$ cat config.mk
export PLATFORM = sky130hd
export DESIGN_NAME = bridge_spi_arbiter
export DESIGN_NICKNAME = d
export VERILOG_FILES = /design/src/rtl/bridge_spi_arbiter.sv
export SDC_FILE = /design/constraint.sdc
export NUM_CORES = 1
export LEC_CHECK = 0
export CAP_MARGIN = 15
export CORE_MARGIN = 1
export CORE_UTILIZATION = 34
export DETAILED_ROUTE_END_ITERATION = 8
export GPL_TIMING_DRIVEN = 0
export PLACE_DENSITY = 0.78
export SYNTH_ARGS = -nofsm -noshare
export SYNTH_HDL_FRONTEND = slang
export SYNTH_SLANG_ARGS = --single-unit
$ cat constraint.sdc
create_clock -name clk -period 2.2 [get_ports clk]
set_input_delay 0.55 -clock clk [delete_from_list [all_inputs] [get_ports clk]]
set_output_delay 0.55 -clock clk [all_outputs]
set_load 0.02 [all_outputs]
$ cat src/rtl/bridge_spi_arbiter.sv
// Two-port transaction arbiter for the bridge's shared SPI-master byte engine: round-robin grant,
// CS held per transaction, RX routing. Define ARB_TIMEOUT_EN to add the hung-grant watchdog.
`timescale 1ns/1ps
module bridge_spi_arbiter #(
  parameter int TIMEOUT_W = 10
) (
  input  logic       clk,
  input  logic       rst_n,
  input  logic       req0,
  input  logic       req1,
  input  logic       rel0,
  input  logic       rel1,
  input  logic       tx0_valid,
  input  logic       tx1_valid,
  input  logic [7:0] tx0_data,
  input  logic [7:0] tx1_data,
  output logic       tx0_ready,
  output logic       tx1_ready,
  output logic       gnt0,
  output logic       gnt1,
  output logic       m_valid,
  output logic [7:0] m_data,
  input  logic       m_ready,
  output logic       m_cs_n,
  input  logic       rx_valid,
  input  logic [7:0] rx_data,
  output logic       rx0_valid,
  output logic       rx1_valid,
  output logic       busy,
  output logic       timeout
);

  typedef enum logic [2:0] {S_IDLE, S_GRANT0, S_GRANT1, S_DRAIN, S_GAP} state_t;

  state_t     state_reg, state_next;
  logic [1:0] gnt_reg, gnt_next;
  logic       cs_n_reg, cs_n_next;
  logic       inflight_reg, inflight_next;
  logic       owner_reg, owner_next;
  logic       last_winner_reg, last_winner_next;
  logic       winner;

  logic [1:0] req_v, rel_v, tx_valid_v, tx_ready_v, rx_valid_v;
  logic [7:0] tx_data_v [2];
  logic       granted, active, cur, hs, rx_done, release_req, wdog_expired;
  logic       timeout_next;

  assign req_v        = {req1, req0};
  assign rel_v        = {rel1, rel0};
  assign tx_valid_v   = {tx1_valid, tx0_valid};
  assign tx_data_v[0] = tx0_data;
  assign tx_data_v[1] = tx1_data;

  assign granted     = (state_reg == S_GRANT0) || (state_reg == S_GRANT1);
  assign active      = granted || (state_reg == S_DRAIN);
  assign cur         = (state_reg == S_GRANT1);
  assign m_valid     = granted & tx_valid_v[cur] & ~inflight_reg;
  assign m_data      = tx_data_v[cur];
  assign hs          = m_valid & m_ready;
  assign rx_done     = rx_valid & inflight_reg;
  assign release_req = granted & (rel_v[cur] | ~req_v[cur]);

  for (genvar gi = 0; gi < 2; gi++) begin : g_port
    assign tx_ready_v[gi] = granted & (cur == (gi == 1)) & m_ready & ~inflight_reg;
    assign rx_valid_v[gi] = rx_done & active & (owner_reg == (gi == 1));
  end

  assign tx0_ready = tx_ready_v[0];
  assign tx1_ready = tx_ready_v[1];
  assign rx0_valid = rx_valid_v[0];
  assign rx1_valid = rx_valid_v[1];
  assign gnt0      = gnt_reg[0];
  assign gnt1      = gnt_reg[1];
  assign m_cs_n    = cs_n_reg;
  assign busy      = (state_reg != S_IDLE);

  // Received byte itself is routed outside the arbiter; only rx_valid is qualified here.
  logic rx_data_unused;
  assign rx_data_unused = ^rx_data;

`ifdef ARB_TIMEOUT_EN
  logic [TIMEOUT_W-1:0] wdog_reg, wdog_next;
  logic                 timeout_reg;

  always_comb begin
    wdog_next    = '0;
    wdog_expired = 1'b0;
    if (active && !(hs || rx_valid)) begin
      if (&wdog_reg) wdog_expired = 1'b1;
      else           wdog_next    = wdog_reg + 1'b1;
    end
  end

  always_ff @(posedge clk or negedge rst_n) begin
    if (!rst_n) begin
      wdog_reg    <= '0;
      timeout_reg <= 1'b0;
    end else begin
      wdog_reg    <= wdog_next;
      timeout_reg <= timeout_next;
    end
  end

  assign timeout = timeout_reg;
`else
  localparam int TIMEOUT_W_UNUSED = TIMEOUT_W;
  assign wdog_expired = 1'b0;
  assign timeout      = 1'b0;
`endif

  always_comb begin
    state_next       = state_reg;
    gnt_next         = gnt_reg;
    cs_n_next        = cs_n_reg;
    owner_next       = owner_reg;
    last_winner_next = last_winner_reg;
    timeout_next     = 1'b0;
    winner           = 1'b0;
    inflight_next    = inflight_reg;
    if (hs) begin
      inflight_next = 1'b1;
      owner_next    = cur;
    end else if (rx_done) begin
      inflight_next = 1'b0;
    end

    case (state_reg)
      S_IDLE: begin
        if (|req_v) begin
          winner           = (req_v == 2'b11) ? ~last_winner_reg : req_v[1];
          state_next       = winner ? S_GRANT1 : S_GRANT0;
          gnt_next         = winner ? 2'b10 : 2'b01;
          cs_n_next        = 1'b0;
          last_winner_next = winner;
          owner_next       = winner;
        end
      end
      S_GRANT0, S_GRANT1, S_DRAIN: begin
        if (wdog_expired) begin
          state_next    = S_GAP;
          gnt_next      = 2'b00;
          cs_n_next     = 1'b1;
          inflight_next = 1'b0;
          timeout_next  = 1'b1;
        end else if ((release_req && !inflight_next) || (state_reg == S_DRAIN && rx_done)) begin
          state_next = S_GAP;
          gnt_next   = 2'b00;
          cs_n_next  = 1'b1;
        end else if (release_req) begin
          // A byte is still on the wire: keep CS low until its RX completes.
          state_next = S_DRAIN;
        end
      end
      S_GAP: state_next = S_IDLE;
      default: begin
        state_next = S_IDLE;
        gnt_next   = 2'b00;
        cs_n_next  = 1'b1;
      end
    endcase
  end

  always_ff @(posedge clk or negedge rst_n) begin
    if (!rst_n) begin
      state_reg       <= S_IDLE;
      gnt_reg         <= 2'b00;
      cs_n_reg        <= 1'b1;
      inflight_reg    <= 1'b0;
      owner_reg       <= 1'b0;
      last_winner_reg <= 1'b1;
    end else begin
      state_reg       <= state_next;
      gnt_reg         <= gnt_next;
      cs_n_reg        <= cs_n_next;
      inflight_reg    <= inflight_next;
      owner_reg       <= owner_next;
      last_winner_reg <= last_winner_next;
    end
  end

endmodule

# Yosys cells after proc, flatten, opt, wreduce, memory -nomap -nowiden
# Index checks and enable logic that the tools add are counted.
# Widths: inputs -> output; s select.
# totals
wordCells,78
inputBits,34
output_inout_bits,18
ff_bits,9
# op_classes
order_cmp,2
bitwise_logic,22
n_mux,27
n_reduce_logical,13
n_eq_ne,8
# op_table
op,count
$mux 8,3
$and 1x1->1,14
$mux 1,14
$mux 3,3
$mux 2,4
$eq 3x2->1 const B,2
$not 1->1,6
$pmux 2 s3,1
$pmux 3 s2,1
$ne 2x2->1 const B,2
$reduce_and 2->1,2
$eq 3x1->1 const B,1
$eq 3x3->1 const B,1
$logic_not 3->1,1
$logic_or 1x1->1,3
$ne 3x3->1 const B,1
$pmux 1 s3,1
$reduce_and 3->1,1
$reduce_bool 3->1,1
$reduce_or 3->1,1
$eq 2x2->1 const B,1
$ge 2x2->1 const B,1
$logic_and 1x1->1,2
$lt 1x2->1 const B,1
4 further kinds,4

# Logic depth before layout (Yosys ltp)
# Gate-level depths: netlist of the first run.
# depth
depth_word,12
ltp_mapped,6
depth_no_buf,5

# Worst setup path after synthesis of the first run
# OpenSTA, ideal clock, no wires.
# synth_path
path_type,reg-to-output
startpoint,register state_reg[2]
endpoint,output rx1_valid
t_arrival_ns,1.435
required_time_ns,1.650
path_stages_with_launch,3
path_buffers,1
setup_slack_ns,0.215
path_cell_list,dfrtp_1 clkbuf_1 nor4b_1
# synth_between
elab_chain_cells,5
elab_cells_between_ends,7
cone_classes,3 x eq/ne; 2 x bitwise; 2 x reduce/logical
# synth_lines
element,line_no,source
"start, declared",35,"state_t state_reg, state_next;"
"start signal, assigned",172,state_reg <= state_next;
$eq 3x1->1 or $eq 3x2->1 (tied branches),54,assign granted = (state_reg == S_GRANT0) || (state_reg == S_GRANT1);
$logic_or 1x1->1,54,
$logic_or 1x1->1 *,55,assign active = granted || (state_reg == S_DRAIN);
$and 1x1->1 * (2 in a row),65,assign rx_valid_v[gi] = rx_done & active & (owner_reg == (gi == 1));
"end, declared",28,"output logic rx1_valid,"
# Mark *: on every way between the ends. The rest lies on a longest branch, timed or not.

# Worst setup path in the final report of the first run
# layout_path
startpoint,register state_reg[0]
endpoint,output m_data[0]
# layout_between
elab_chain_cells,5
# layout_lines
element,line_no,source
$eq 3x2->1,56,assign cur = (state_reg == S_GRANT1);
$not 1->2 (implied by the code),58,assign m_data = tx_data_v[cur];
$mux 8 (implied by the code) (3 in a row),58,
"end, declared",22,"output logic [7:0] m_data,"
# Every way passes these cells. The select of a mux whose other input is x is not followed.

==> results of run 1 <==
==> Yosys cell counts (3+ instances only) <==
library cell  n  area share
mux2_2        8        0.12
dfrtp_1       7        0.24
nor2_1        7       0.036
nand2_1       4       0.020
nand2b_1      4       0.034
buf_4         3       0.031
inv_1         3       0.015
nand3b_1      3       0.031
nor2b_1       3       0.025
o211ai_1      3       0.031
or2_2         3       0.025
==> where the power goes <==
part / internal [uW] / switching (uW)
logic: 608 / 568
clock network: 70.1 / 61.7
registers: 256 / 68.5
total: 934 / 698
==> worst max-delay path: stages, from the launching register on <==
cell	delay [ns]
dfrtp_1	0.44
nor3b_4	0.29
buf_6	0.16
mux2_2	0.34
buf_2	0.16
==> cell families (layout without fill, tap and decap cells) <==
family	Yosys count	in the layout	share of synthesized area
and+or+nand+nor	34	34	0.268
AOI/OAI and AO/OA	18	18	0.225
muxes	9	9	0.136
DFF	9	9	0.308
buffers and inverters	8	65	0.0576
other	1	1	0.00508
==> metal layers <==
metal	vias up	track usage	part of all wire
met3	6	0.0346	0.081
met5	-	0	0
li1	406	-	-
met4	0	0.0588	0.014
met1	398	0.229	0.38
met2	51	0.385	0.52
==> cell type report <==
type	instances	area (um2)
timing repair buffer	54	497
buffer	4	33.8
inverter	3	11.3
fill	159	671
tap	27	33.8
sequential	9	229
multi-input combinational	62	500
clock buffer	4	26.3
==> stage by stage <==
stage / power [uW] / TNS, ns / setup WS, ns / instance area, um2
finish: 1630 / -0.0262 / -0.0140 / 1330
global placement: 1260 / -4.02 / -0.390 / 1190
CTS: 1530 / -0.133 / -0.114 / 1280
floorplan: 942 / 0 / 0.215 / 738
detailed placement: 1280 / -4.32 / -0.420 / 1190
global route: 1730 / -0.344 / -0.0693 / 1330
==> repair_timing <==
action | in CTS | in global routing
setup buffers | 7 | 4
setup endpoints to repair | 14 | 13
pin swaps | 0 | 3
gates resized for setup | 68 | 18
gates cloned | 1 | 0
==> worst max path at each step <==
stage | slack [ns] | cells after the start | endpoint | startpoint
after floorplan | 0.21 | 2 | rx1_valid | state_reg[2]$_DFFE_PN0P_
after global placement | -0.39 | 4 | m_valid | tx0_valid
after detailed placement | -0.42 | 4 | m_valid | tx0_valid
after CTS | -0.11 | 5 | m_data[0] | state_reg[0]$_DFFE_PN0P_
after global routing | -0.07 | 6 | m_data[5] | state_reg[1]$_DFFE_PN0P_
final | -0.01 | 4 | m_data[0] | state_reg[0]$_DFFE_PN0P_
==> flow_metrics.env, run 1 <==
export IMPL_outcome="finished, violations left"
export IMPL_peakVddDrop_uv=676
export IMPL_crit_fanout=5
export IMPL_ys_ff_latch=9
export IMPL_power_leakage_uw=0.000553
export IMPL_r2r_slack_ns=0.37
export IMPL_area_delta_synth_final_pct=80.3
export IMPL_synthArstFlopShare=1.00
export IMPL_cts_buffers=3
export IMPL_hp_start="last_winner_reg$_DFFE_PN1P_"
export IMPL_min_path_type="reg -> reg"
export IMPL_rows=16
export IMPL_wirelength_um=2440
export IMPL_synth_edff_count=0
export IMPL_die_area_um2=2360
export IMPL_root_buffer="clkbuf_4"
export IMPL_synth_warnings=0
export IMPL_grtUsageTotal=0.203
export IMPL_avgRoutedWirePerCell_um=15.0
export IMPL_min_to="last_winner_reg$_DFFE_PN1P_"
export IMPL_required_ns=1.65
export IMPL_htreeDepth=1
export IMPL_fin_util=0.665
export IMPL_placed_cells=148
export IMPL_cts_clk_slew_worst_paths_ns=0.06
export IMPL_violations="setup timing"
export IMPL_finalHoldViolCount=0
export IMPL_numPortBuffers=42
export IMPL_pin_count=52
export IMPL_setup_viol=2
export IMPL_hpwl_um=1620
export IMPL_cts_tree="done"
export IMPL_via_per_inst=5.28
export IMPL_drt_iter0_drc=13
export IMPL_power_density_nw_per_um2=1230
export IMPL_dr_total_vias=861
export IMPL_remaining_drc_errors=0
export IMPL_fin_nets=171
export IMPL_hold_depth=2
export IMPL_grt_overflow=0
export IMPL_netlist_area_um2=738
export IMPL_seq_area_frac_synth=0.308
export IMPL_layout_worst_path_cycle_share=1.01
export IMPL_drive_gt1_frac=0.382
export IMPL_antenna_found_initial=0
export IMPL_crit_type="reg -> out"
export IMPL_ant_nets=0
export IMPL_synth_cells=79
export IMPL_dieHeight_um=48.6
export IMPL_finalClockSkew_ns=0.00283
export IMPL_max_freq_mhz=452
export IMPL_grt_pass1_vias=871
export IMPL_start_util=0.369
export IMPL_drv_cap=0
export IMPL_whs_ns=0.536
export IMPL_die_w_um=48.6
export IMPL_reg2reg_depth=6
export IMPL_grt_start_max_net_pins=11
export IMPL_grt_first_pass_wirelength_um=3710
export IMPL_place_congestion=0.844
export IMPL_critical_path_endpoint_type="output port"
export IMPL_synth_nets=113
export IMPL_worstReg2RegStart="state_reg[0]$_DFFE_PN0P_"
export IMPL_clockBufferDepth=2
export IMPL_ys_types=36
export IMPL_layout_common_cells="28 x clkdlybuf4s50_1, 11 x buf_6, 11 x buf_4"
export IMPL_critPathLaunchType="register"
export IMPL_cp_data_arrival_time_ns=1.66
export IMPL_coreArea_um2=2000
export IMPL_antennaDiodeCount=0
export IMPL_period_needed_ns=2.21
export IMPL_fin_cells=163
export IMPL_cts_hold_fix_buffers=0
export IMPL_first_pass_iters=4
export IMPL_synth_top_flop_cell="dfrtp_1"
export IMPL_mostFrequentLayoutCell="clkdlybuf4s50_1"
export IMPL_clkLatencyLatePin_ns=0.26
export IMPL_rsz0062_at_grt="true"
export IMPL_avgSynthCellArea_um2=9.34
export IMPL_slew_violations=0
export IMPL_cts_sinks=9
export IMPL_setup_ws_ns=-0.0140
export IMPL_largest_reg_flops=3
export IMPL_worstReg2RegEnd="m_cs_n$_DFFE_PN1P_"
Power figures use the tool's default switching activity.
==> run 2, diff against run 1 <==
ABC_AREA = 1   (was unset)
==> run 2 against run 1 <==
- setup slack improved by 0.11 ns
- the run now ends clean
- global-route usage fell by 2.4 points
- non-clock buffer count fell by 10
- via count rose by 0.70%
- critical path depth rose by 2
- flip-flop and latch count did not move
- worst hold slack got worse by 0.072 ns
- sequential share of layout area rose by 1.9 points
- combinational power fell by 4%
- register-to-register slack improved by 0.10 ns
==> flow_metrics.env, run 2 <==
export IMPL_hpwl_um=1410
export IMPL_min_to="m_cs_n$_DFFE_PN1P_"
export IMPL_synth_compound_area_frac=0.0477
export IMPL_root_buffer="clkbuf_4"
export IMPL_post_dp_cell_area_um2=1190
export IMPL_grt_start_max_net_pins=11
export IMPL_antennaDiodeCount=0
export IMPL_seqPwrFrac=0.219
export IMPL_outcome="finished, final reports clean"
export IMPL_avgSynthCellArea_um2=6.50
export IMPL_intPower_uw=783
export IMPL_multi_input_area_um2=457
export IMPL_highest_layer="met4"
export IMPL_synth_cells=113
export IMPL_crit_type="reg -> out"
export IMPL_power_frac_clock=0.082
export IMPL_grtUsageTotal=0.178
export IMPL_synthMuxAreaShare=0
export IMPL_synth_warnings=0
export IMPL_crit_buf_inv=2
export IMPL_seqCellArea_um2=231
export IMPL_clkLatencyLatePin_ns=0.27
export IMPL_finalClockSkew_ns=0.0125
export IMPL_crit_chain="inv_2 > nand2_2 > nor2_4 > nand2_1 > nand2_1 > dlygate4sd2_1"
export IMPL_via_per_inst=4.54
export IMPL_synthXorXnorAreaFrac=0
export IMPL_netlist_area_um2=734
export IMPL_p_sw_frac=0.514
export IMPL_grt_overflow=0
export IMPL_setup_viol=0
export IMPL_seq_area_frac_synth=0.310
export IMPL_yosysMostFrequentCell="nand2_1"
export IMPL_max_freq_mhz=475
export IMPL_dieHeight_um=48.5
export IMPL_grt_first_pass_wirelength_um=3330
export IMPL_dr_total_vias=867
export IMPL_synth_top_area_frac=0.261
export IMPL_worstReg2RegStart="state_reg[2]$_DFFE_PN0P_"
export IMPL_clockBufferDepth=2
export IMPL_crit_path_top_delay_cell="dfrtp_2"
export IMPL_numPortBuffers=42
export IMPL_crit_fanout=6
export IMPL_met3_length_um=257
export IMPL_fillers=204
export IMPL_ys_ff_latch=9
export IMPL_power_density_nw_per_um2=1330
export IMPL_cts_buffers=3
export IMPL_min_path_type="reg -> reg"
export IMPL_die_w_um=48.5
export IMPL_mostFrequentLayoutCell="nand2_1"
export IMPL_cts_sinks=9
export IMPL_drv_cap=0
export IMPL_period_needed_ns=2.10
export IMPL_final_area_um2=1210
export IMPL_fin_nets=199
export IMPL_htreeDepth=1
export IMPL_synth_top_cell_by_area="nand2_1"
export IMPL_synth_top_family_by_area="simple AND/OR/NAND/NOR gates"
export IMPL_combPwrFrac=0.699
export IMPL_grt_pass1_vias=813
export IMPL_avgRoutedWirePerCell_um=10.4
export IMPL_drt_iter0_drc=8
export IMPL_wirelength_um=1980
export IMPL_hp_start="m_cs_n$_DFFE_PN1P_"
export IMPL_rows=16
export IMPL_switchingPower_uw=827
export IMPL_cts_hold_fix_buffers=0
export IMPL_drive_gt1_frac=0.274
export IMPL_wl_met2_um=851
export IMPL_remaining_drc_errors=0
export IMPL_slowest_delay_ns=0.45
export IMPL_crit_family="flip-flops"
export IMPL_power_leakage_uw=0.000643
export IMPL_hold_depth=2
export IMPL_synthTopCellsByArea="nand2_1 26%, dfrtp_1 24%, dfstp_2 7.2%"
export IMPL_place_congestion=0.791
export IMPL_synth_fa_ha_area_frac=0
export IMPL_pin_count=52
export IMPL_worstReg2RegEnd="gnt_reg[1]$_DFFE_PN0P_"
export IMPL_layout_common_cells="51 x nand2_1, 28 x clkdlybuf4s50_1, 11 x inv_1"
export IMPL_synthSimpleGateAreaFrac=0.540
export IMPL_coreArea_um2=2000
export IMPL_peakVddDrop_uv=801
export IMPL_start_util=0.367
export IMPL_ys_types=22
export IMPL_cts_tree="done"
export IMPL_ant_nets=0
export IMPL_slew_violations=0
export IMPL_cts_clk_slew_worst_paths_ns=0.07
export IMPL_die_area_um2=2350
export IMPL_reg2reg_depth=13
export IMPL_r2r_slack_ns=0.47
export IMPL_antenna_found_initial=0
export IMPL_synthTopCellsByCount="51 x nand2_1, 11 x inv_1, 7 x dfrtp_1, 7 x nor2_1"
export IMPL_area_delta_synth_final_pct=65.1
export IMPL_layout_worst_path_cycle_share=0.957
export IMPL_whs_ns=0.464
export IMPL_finalHoldViolCount=0
export IMPL_synth_nets=147
export IMPL_wl_met1_um=847
export IMPL_cp_data_arrival_time_ns=1.55
export IMPL_synth_top_flop_cell="dfrtp_1"
export IMPL_synth_edff_count=0
export IMPL_cpMostUsedCell="nand2_1"
export IMPL_critPathLaunchType="register"
export IMPL_required_ns=1.65
export IMPL_first_pass_iters=4
export IMPL_largest_reg_flops=3
export IMPL_synthArstFlopShare=1.00
export IMPL_critical_path_endpoint_type="output port"
## run 2: worst max path at each step
| stage | from | slack (ns) | cells past startpoint | to |
|---|---|---|---|---|
| 2_1_floorplan | state_reg[0]$_DFFE_PN0P_ | 0.41 | 4 | tx1_ready |
| 3_3_place_gp | tx1_valid | -0.31 | 6 | m_valid |
| 3_5_place_dp | tx1_valid | -0.32 | 6 | m_valid |
| 4_1_cts | state_reg[1]$_DFFE_PN0P_ | 0.007 | 5 | busy |
| 5_1_grt | state_reg[2]$_DFFE_PN0P_ | -0.003 | 6 | m_data[1] |
| 6_report | state_reg[2]$_DFFE_PN0P_ | 0.1 | 6 | m_data[1] |
## run 2: cell type report
class / count / area share
sequential: 9 / 0.191
buffer: 2 / 0.0155
timing repair buffer: 46 / 0.324
tap: 27 / 0.0279
inverter: 14 / 0.0433
clock buffer: 4 / 0.0217
multi-input combinational: 89 / 0.377
## run 2: per-layer routing
metal / GRT usage / up-vias
li1: - / 451
met1: 0.215 / 374
met2: 0.289 / 40
met3: 0.0597 / 2
met4: 0.0784 / 0
met5: 0 / -
## run 2: repair_timing
action                     in CTS  in global routing
resized for setup              22                 25
setup endpoints to repair      14                 14
pin swaps                       1                  0
setup buffers                   2                  2
cloned                          1                  0
## run 2: per-stage QoR
step / setup TNS (ns) / power, uW / worst slack [ns] / cells / util
after floorplan: 0 / 1070 / 0.414 / 113 / -
after global placement: -1.78 / 1430 / -0.310 / 182 / 0.594
after detailed placement: -1.81 / 1450 / -0.315 / 182 / 0.594
after CTS: 0 / 1590 / 0.00653 / 189 / 0.616
after global routing: -0.00434 / 1770 / -0.00331 / 191 / 0.606
final: 0 / 1610 / 0.0955 / 191 / 0.606
## run 2: power by group through the flow
stage	registers (uW)	clock network (uW)	logic [uW]
global route	365	144	1260
global placement	343	0	1090
CTS	358	137	1100
floorplan	361	0	712
finish	353	132	1130
detailed placement	346	0	1100
## run 2: logic make-up after synthesis
kind of cell	count (synthesis)
AO/OA/AOI/OAI	7
buffers and inverters	16
flip-flops	9
other	1
AND/OR/NAND/NOR	80
## run 2: worst reg2reg max path, delay by kind of cell (launching register included)
kind / cells / cell delay [ns]
and+or+nand+nor: 10 / 0.83
DFF: 1 / 0.45
buffers and inverters: 3 / 0.32
==> run 3, diff against run 2 <==
CAP_MARGIN = 20   (was 15)
CTS_CLUSTER_SIZE = 14   (was unset)
==> results of run 3 <==
Final layout, timing and power as in run 2 (identical DEF).
